<file path="config.mk">
export PLATFORM = sky130hd
export DESIGN_NAME = ps2_keycode_rx_flat
export DESIGN_NICKNAME = d
export VERILOG_FILES = /design/src/rtl/ps2_keycode_rx_if.sv /design/src/rtl/ps2_keycode_rx.sv /design/src/flat_wrapper.sv
export SDC_FILE = /design/constraint.sdc
export NUM_CORES = 1
export LEC_CHECK = 0
export ABC_AREA = 1
export CAP_MARGIN = 40
export CORE_UTILIZATION = 50
export CTS_BUF_LIST = sky130_fd_sc_hd__clkbuf_8
export CTS_CLUSTER_DIAMETER = 30
export CTS_CLUSTER_SIZE = 16
export DETAILED_ROUTE_END_ITERATION = 10
export PLACE_DENSITY = 0.69
export SETUP_SLACK_MARGIN = 0.02
export SYNTH_ARGS = -nofsm -noshare
export SYNTH_HDL_FRONTEND = slang
export SYNTH_SLANG_ARGS = --single-unit
</file>
<file path="constraint.sdc">
create_clock -name clk -period 4.3 [get_ports clk]
set_input_delay 0.86 -clock clk [delete_from_list [all_inputs] [get_ports clk]]
set_output_delay 0.86 -clock clk [all_outputs]
set_load 0.05 [all_outputs]
</file>
<file path="src/rtl/ps2_keycode_rx_if.sv">
`default_nettype none
`timescale 1ns/1ps
// +---------------------------------------------------------------------------
// | Module  : ps2_keycode_rx_if
// | Brief   : PS/2 line inputs and decoded keycode / event outputs.
// | Revision: 1.0
// +---------------------------------------------------------------------------
interface ps2_keycode_rx_if;
   logic        ps2_clk;
   logic        ps2_data;
   logic [15:0] keycode;
   logic        key_press;
   logic        key_release;
   logic        frame_err;

   // master: keyboard-side driver that also observes the decoded results
   modport master (
      output ps2_clk, ps2_data,
      input  keycode, key_press, key_release, frame_err
   );

   modport slave (
      input  ps2_clk, ps2_data,
      output keycode, key_press, key_release, frame_err
   );
endinterface
`default_nettype wire

</file>
<file path="src/rtl/ps2_keycode_rx.sv">
`default_nettype none
`timescale 1ns/1ps
// +---------------------------------------------------------------------------
// | Module  : ps2_keycode_rx
// | Brief   : PS/2 set-2 receiver; maps WASD / arrow keys to held HID keycode.
// | Revision: 1.0
// +---------------------------------------------------------------------------
module ps2_keycode_rx #(
   parameter int TIMEOUT_CYCLES = 5000,
   parameter int SYNC_STAGES    = 2
) (
   input  wire logic        clk,
   input  wire logic        rst_n,
   ps2_keycode_rx_if.slave  bus
);

   localparam int                c_TO_W    = $clog2(TIMEOUT_CYCLES + 1);
   localparam logic [c_TO_W-1:0] c_TO_LAST = c_TO_W'(TIMEOUT_CYCLES - 1);

   typedef enum logic [1:0] {
      IDLE   = 2'd0,
      DATA   = 2'd1,
      PARITY = 2'd2,
      STOP   = 2'd3
   } state_t;

   logic [SYNC_STAGES-1:0] r_clk_sync;
   logic [SYNC_STAGES-1:0] r_data_sync;
   logic                   r_clk_prev;
   logic                   w_clk_s;
   logic                   w_data;
   logic                   w_fall;

   state_t                 r_state;
   state_t                 w_state_nx;
   logic [2:0]             r_bitcnt;
   logic [7:0]             r_shift;
   logic                   r_parity;
   logic [c_TO_W-1:0]      r_to_cnt;
   logic                   w_byte_rdy;
   logic                   w_bit_err;
   logic                   w_timeout;

   logic                   r_ext;
   logic                   r_brk;
   logic [7:0]             r_key;
   logic                   r_key_press;
   logic                   r_key_release;
   logic                   r_frame_err;
   logic [7:0]             w_hid;
   logic                   w_mapped;

   // Lines idle high, so the synchronisers reset to 1 to avoid a fake edge.
   always_ff @(posedge clk or negedge rst_n) begin
      if (!rst_n) begin
         r_clk_sync  <= '1;
         r_data_sync <= '1;
         r_clk_prev  <= 1'b1;
      end else begin
         r_clk_sync  <= {r_clk_sync[SYNC_STAGES-2:0], bus.ps2_clk};
         r_data_sync <= {r_data_sync[SYNC_STAGES-2:0], bus.ps2_data};
         r_clk_prev  <= w_clk_s;
      end
   end

   assign w_clk_s = r_clk_sync[SYNC_STAGES-1];
   assign w_data  = r_data_sync[SYNC_STAGES-1];
   assign w_fall  = r_clk_prev & ~w_clk_s;

   always_ff @(posedge clk or negedge rst_n) begin
      if (!rst_n) begin
         r_state  <= IDLE;
         r_bitcnt <= 3'd0;
         r_shift  <= 8'h00;
         r_parity <= 1'b0;
         r_to_cnt <= '0;
      end else begin
         r_state <= w_state_nx;
         if (r_state == IDLE || w_fall) begin
            r_to_cnt <= '0;
         end else begin
            r_to_cnt <= r_to_cnt + 1'b1;
         end
         if (w_fall) begin
            case (r_state)
               IDLE:    r_bitcnt <= 3'd0;
               DATA: begin
                  r_bitcnt <= r_bitcnt + 3'd1;
                  r_shift  <= {w_data, r_shift[7:1]};
               end
               PARITY:  r_parity <= w_data;
               default: ;
            endcase
         end
      end
   end

   // Timeout is checked first so an abort never coincides with a byte.
   always_comb begin
      w_state_nx = r_state;
      w_byte_rdy = 1'b0;
      w_bit_err  = 1'b0;
      w_timeout  = 1'b0;
      if (r_state != IDLE && !w_fall && r_to_cnt == c_TO_LAST) begin
         w_timeout  = 1'b1;
         w_state_nx = IDLE;
      end else if (w_fall) begin
         case (r_state)
            IDLE:   if (!w_data) w_state_nx = DATA;
            DATA:   if (r_bitcnt == 3'd7) w_state_nx = PARITY;
            PARITY: w_state_nx = STOP;
            STOP: begin
               w_state_nx = IDLE;
               if ((^{r_shift, r_parity}) && w_data) begin
                  w_byte_rdy = 1'b1;
               end else begin
                  w_bit_err = 1'b1;
               end
            end
            default: w_state_nx = IDLE;
         endcase
      end
   end

   always_comb begin
      w_hid    = 8'h00;
      w_mapped = 1'b1;
      case ({r_ext, r_shift})
         9'h01D:  w_hid = 8'h1A;
         9'h01C:  w_hid = 8'h04;
         9'h01B:  w_hid = 8'h16;
         9'h023:  w_hid = 8'h07;
         9'h175:  w_hid = 8'h1A;
         9'h16B:  w_hid = 8'h04;
         9'h172:  w_hid = 8'h16;
         9'h174:  w_hid = 8'h07;
         default: w_mapped = 1'b0;
      endcase
   end

   always_ff @(posedge clk or negedge rst_n) begin
      if (!rst_n) begin
         r_ext         <= 1'b0;
         r_brk         <= 1'b0;
         r_key         <= 8'h00;
         r_key_press   <= 1'b0;
         r_key_release <= 1'b0;
         r_frame_err   <= 1'b0;
      end else begin
         r_key_press   <= 1'b0;
         r_key_release <= 1'b0;
         r_frame_err   <= 1'b0;
         if (w_timeout || w_bit_err) begin
            r_ext       <= 1'b0;
            r_brk       <= 1'b0;
            r_frame_err <= 1'b1;
         end else if (w_byte_rdy) begin
            if (r_shift == 8'hE0) begin
               r_ext <= 1'b1;
            end else if (r_shift == 8'hF0) begin
               r_brk <= 1'b1;
            end else begin
               r_ext <= 1'b0;
               r_brk <= 1'b0;
               if (w_mapped && !r_brk) begin
                  r_key       <= w_hid;
                  r_key_press <= 1'b1;
               end else if (w_mapped && w_hid == r_key) begin
                  r_key         <= 8'h00;
                  r_key_release <= 1'b1;
               end
            end
         end
      end
   end

   assign bus.keycode     = {8'h00, r_key};
   assign bus.key_press   = r_key_press;
   assign bus.key_release = r_key_release;
   assign bus.frame_err   = r_frame_err;

endmodule
`default_nettype wire

</file>
<file path="src/flat_wrapper.sv">
// flat-port wrapper written by rule: the top's interface ports become plain ports
module ps2_keycode_rx_flat 
#(
   parameter int TIMEOUT_CYCLES = 5000,
   parameter int SYNC_STAGES    = 2
)
  (clk, rst_n, bus_ps2_clk, bus_ps2_data, bus_keycode, bus_key_press, bus_key_release, bus_frame_err);
  ps2_keycode_rx_if bus_i ();
  input  wire logic clk;
  input  wire logic rst_n;
  input wire logic [$bits(bus_i.ps2_clk)-1:0] bus_ps2_clk;
  input wire logic [$bits(bus_i.ps2_data)-1:0] bus_ps2_data;
  output wire logic [$bits(bus_i.keycode)-1:0] bus_keycode;
  output wire logic [$bits(bus_i.key_press)-1:0] bus_key_press;
  output wire logic [$bits(bus_i.key_release)-1:0] bus_key_release;
  output wire logic [$bits(bus_i.frame_err)-1:0] bus_frame_err;
  assign bus_i.ps2_clk = bus_ps2_clk;
  assign bus_i.ps2_data = bus_ps2_data;
  assign bus_keycode = bus_i.keycode;
  assign bus_key_press = bus_i.key_press;
  assign bus_key_release = bus_i.key_release;
  assign bus_frame_err = bus_i.frame_err;
  ps2_keycode_rx #(.TIMEOUT_CYCLES(TIMEOUT_CYCLES), .SYNC_STAGES(SYNC_STAGES)) u_core (.clk(clk), .rst_n(rst_n), .bus(bus_i));
endmodule
</file>
==> key figures <==
Status
  • Run status: complete, no violations

Logic synthesis
  • Top-area cell type share of the netlist area: 0.3631
  • Syn Std Cell Area: around 2500 um2
  • Syn. warnings: 0
  • #FFs+latches synth: 42
  • Post-synth top area cell: dfrtp_1
  • Register area share after synthesis: 0.4146
  • Top cells by area, synth: dfrtp_1 (36%), nand2_1 (12%), nand3_1 (7.1%)
  • Synth Instances: 333
  • Mean Syn Cell Area: about 7.7 um2
  • Distinct cells, synth: 35

Routing
  • Post-DRT Antenna Nets: 0
  • Starting DRT DRC Count: 150
  • DRT Pass-1 Iters: 4
  • Number of remaining DRC errors: 0
  • Post-Route WL: 4.849 mm
  • Vias: 2114
  • Routed len/inst: approximately 12 um
  • Vias per cell: between 5 and 6

Global routing
  • Gr usage total: 0.2006
  • Gr ovfl total: 0
  • Largest net degree at the start of global routing: 25
  • First-pass GRT wire length: 8.321 mm
  • Via count of the first global-routing pass: about 1900
  • Initial antenna violation count: 0

Worst setup path
  • Largest stage delay, worst path: 820 ps
  • Crit. End Element: output port
  • Data required, critical path: 3440 ps
  • Worst path bufs/invs: 1
  • Crit-path slowest cell: clkdlybuf4s50_1
  • Type of origin of the critical path: register
  • Max Fanout on Critical Path: 5
  • CP Class: register to output port
  • Crit-path cells: clkdlybuf4s50_1
  • Critical path's top delay family: buffers and inverters
  • CP Data Arrival Time: about 1500 ps

Pwr
  • Static leakage: about 1.3 nW
  • Worst VDD drop: 283.5 uV
  • Power per Cell Area: 457.3 nW/um2

Die
  • # IOs: 23
  • Initial Util: 0.5294
  • Die Area: ~5400 um2
  • FP Rows: 25
  • Die width: about 73 um
  • Core area: approximately 4800 um2
  • Chip height: 73.42 um

Final layout
  • Storage element area: 1057 um2
  • Share of cells above drive strength 1: 0.1264
  • Final nets: ~360
  • Area occupied by multi-input gates: 1266 um2
  • Final Core Density: 0.5792
  • Fill count: 463
  • Ant diodes: 0
  • P&R area growth vs syn: 9.421%
  • Finished Cell Area: 2790 um2

STA
  • Minimum clock period: 2385 ps
  • Clock skew: 11.75 ps
  • Final worst-path cycle share: 0.5546
  • Sum of negative setup slack: 0 ps
  • RSZ-0062 raised after global routing: false
  • Final Max Slew Viols: 0
  • Final hold violation count: 0
  • Max Fclk: 419.3 MHz
  • Setup-failing EPs final: 0

Clock network
  • CTS Hold Bufs: 0
  • CTS resizes: 0
  • Worst skew pair latency: 290 ps
  • Setup Fix Bufs, Post-CTS: 0
  • TritonCTS clock tree: done
  • Maximum root-to-sink buffer count: 2
  • CTS sink count: 42
  • CTS buffer count: 5
  • H-tree levels: 2
  • Clk pin slew, worst setup/hold paths: 80 ps
  • Root buffer cell: clkbuf_8

Placement
  • RD Place Congestion: 0.8416
  • Placed cell areas: 2684 um2
  • Port bufs: 11
  • Post-DP HPWL: 3.686 mm

Worst hold path
  • Min-Delay Path Class: register to register

Job
  • Max-Cap Viols: 0
## cells in the mapped netlist, drive strengths merged
cell type,n
xnor2,1
o21ai,21
nor3,8
nand2,89
nor2,42
a21oi,7
dfstp,5
nand4,7
o21a,1
xor2,4
clkinv,2
clkbuf,1
nand3b,2
conb,1
inv,36
nand3,41
a22oi,1
a31oi,2
ha,7
buf,14
dfrtp,37
o211ai,2
and3,1
a221oi,1
## cell families after synthesis
group                    Yosys count  synth area share
other                              1          0.001471
AO/OA/AOI/OAI                     35           0.07507
AND/OR/NAND/NOR                  190            0.3538
buffers and inverters             53            0.1035
flip-flops                        42            0.4146
adder cells (fa/ha/maj)            7           0.03435
XOR/XNOR                           5           0.01717
## metrics by stage
step	power (W)	worst slack, ps	hold WS [ps]	instances
6_report	0.001276	1915	357.5	415
5_1_grt	0.001371	1864	361.8	415
4_1_cts	0.001291	1903	359.8	415
3_5_place_dp	0.0009835	2237	348.2	407
3_3_place_gp	0.0009690	2249	346.0	406
2_1_floorplan	0.0009105	2659	345.2	343
## worst reg2reg max path: stages, from the launching register on
cell and delay (ps):
dfrtp_1 370, inv_1 80, ha_1 240, nor2_1 340
nand3_1 310, a22oi_1 330, o211ai_1 130, o21ai_0 110
## flip-flops by register name (all words and copies together), names as in the netlist, 2 cells and up
signal and count:
u_core.r_shift 8, u_core.r_to_cnt 13, u_core.r_clk_sync 2, u_core.r_state 2, u_core.r_data_sync 2, u_core.r_key 5
u_core.r_bitcnt 3
## power by group
part           switching [W]  internal [W]
clock               0.000132      0.000169
combinational       0.000301      0.000144
sequential         0.0000753      0.000455
total               0.000508      0.000768
## area by class of cell
class / instances / area share
clock buffer: 5 / 0.02466
tap: 67 / 0.03004
clock inverter: 3 / 0.01345
multi-input combinational: 248 / 0.4538
sequential: 42 / 0.3789
timing repair buffer: 12 / 0.04753
inverter: 38 / 0.05157
## worst paths after layout
path	from	end	slack [ps]	cells past startpoint
max	u_core.r_key[4]$_DFFE_PN0P_	bus_keycode[4]	1920	1
min	u_core.r_clk_sync[0]$_DFF_PN1_	u_core.r_clk_sync[1]$_DFF_PN1_	360	0
max reg2reg	u_core.r_state[0]$_DFFE_PN0P_	u_core.r_state[0]$_DFFE_PN0P_	2300	7
min reg2reg	u_core.r_clk_sync[0]$_DFF_PN1_	u_core.r_clk_sync[1]$_DFF_PN1_	360	0
max in group asynchronous	rst_n	u_core.r_data_sync[1]$_DFF_PN1_	3210	2
min in group asynchronous	rst_n	u_core.r_key[3]$_DFFE_PN0P_	520	1
## per-layer routing
| layer | track usage | vias to the layer above | wire, um |
|---|---|---|---|
| met4 | 0.08333 | 0 | 82 |
| li1 | - | 1083 | - |
| met2 | 0.3385 | 56 | 2310 |
| met3 | 0.03429 | 10 | 187 |
| met1 | 0.2553 | 965 | 2269 |
| met5 | 0 | - | 0 |
## layout by cell type, fill, tap and decap left out, drive strengths merged, types with 8 or more instances in the layout
| cell | synthesis | final |
|---|---|---|
| inv | 36 | 38 |
| nor3 | 8 | 8 |
| dfrtp | 37 | 37 |
| nor2 | 42 | 42 |
| nand3 | 41 | 41 |
| o21ai | 21 | 21 |
| conb | 1 | 11 |
| nand2 | 89 | 89 |
| clkdlybuf4s50 | 0 | 10 |
Power figures use the tool's default switching activity.
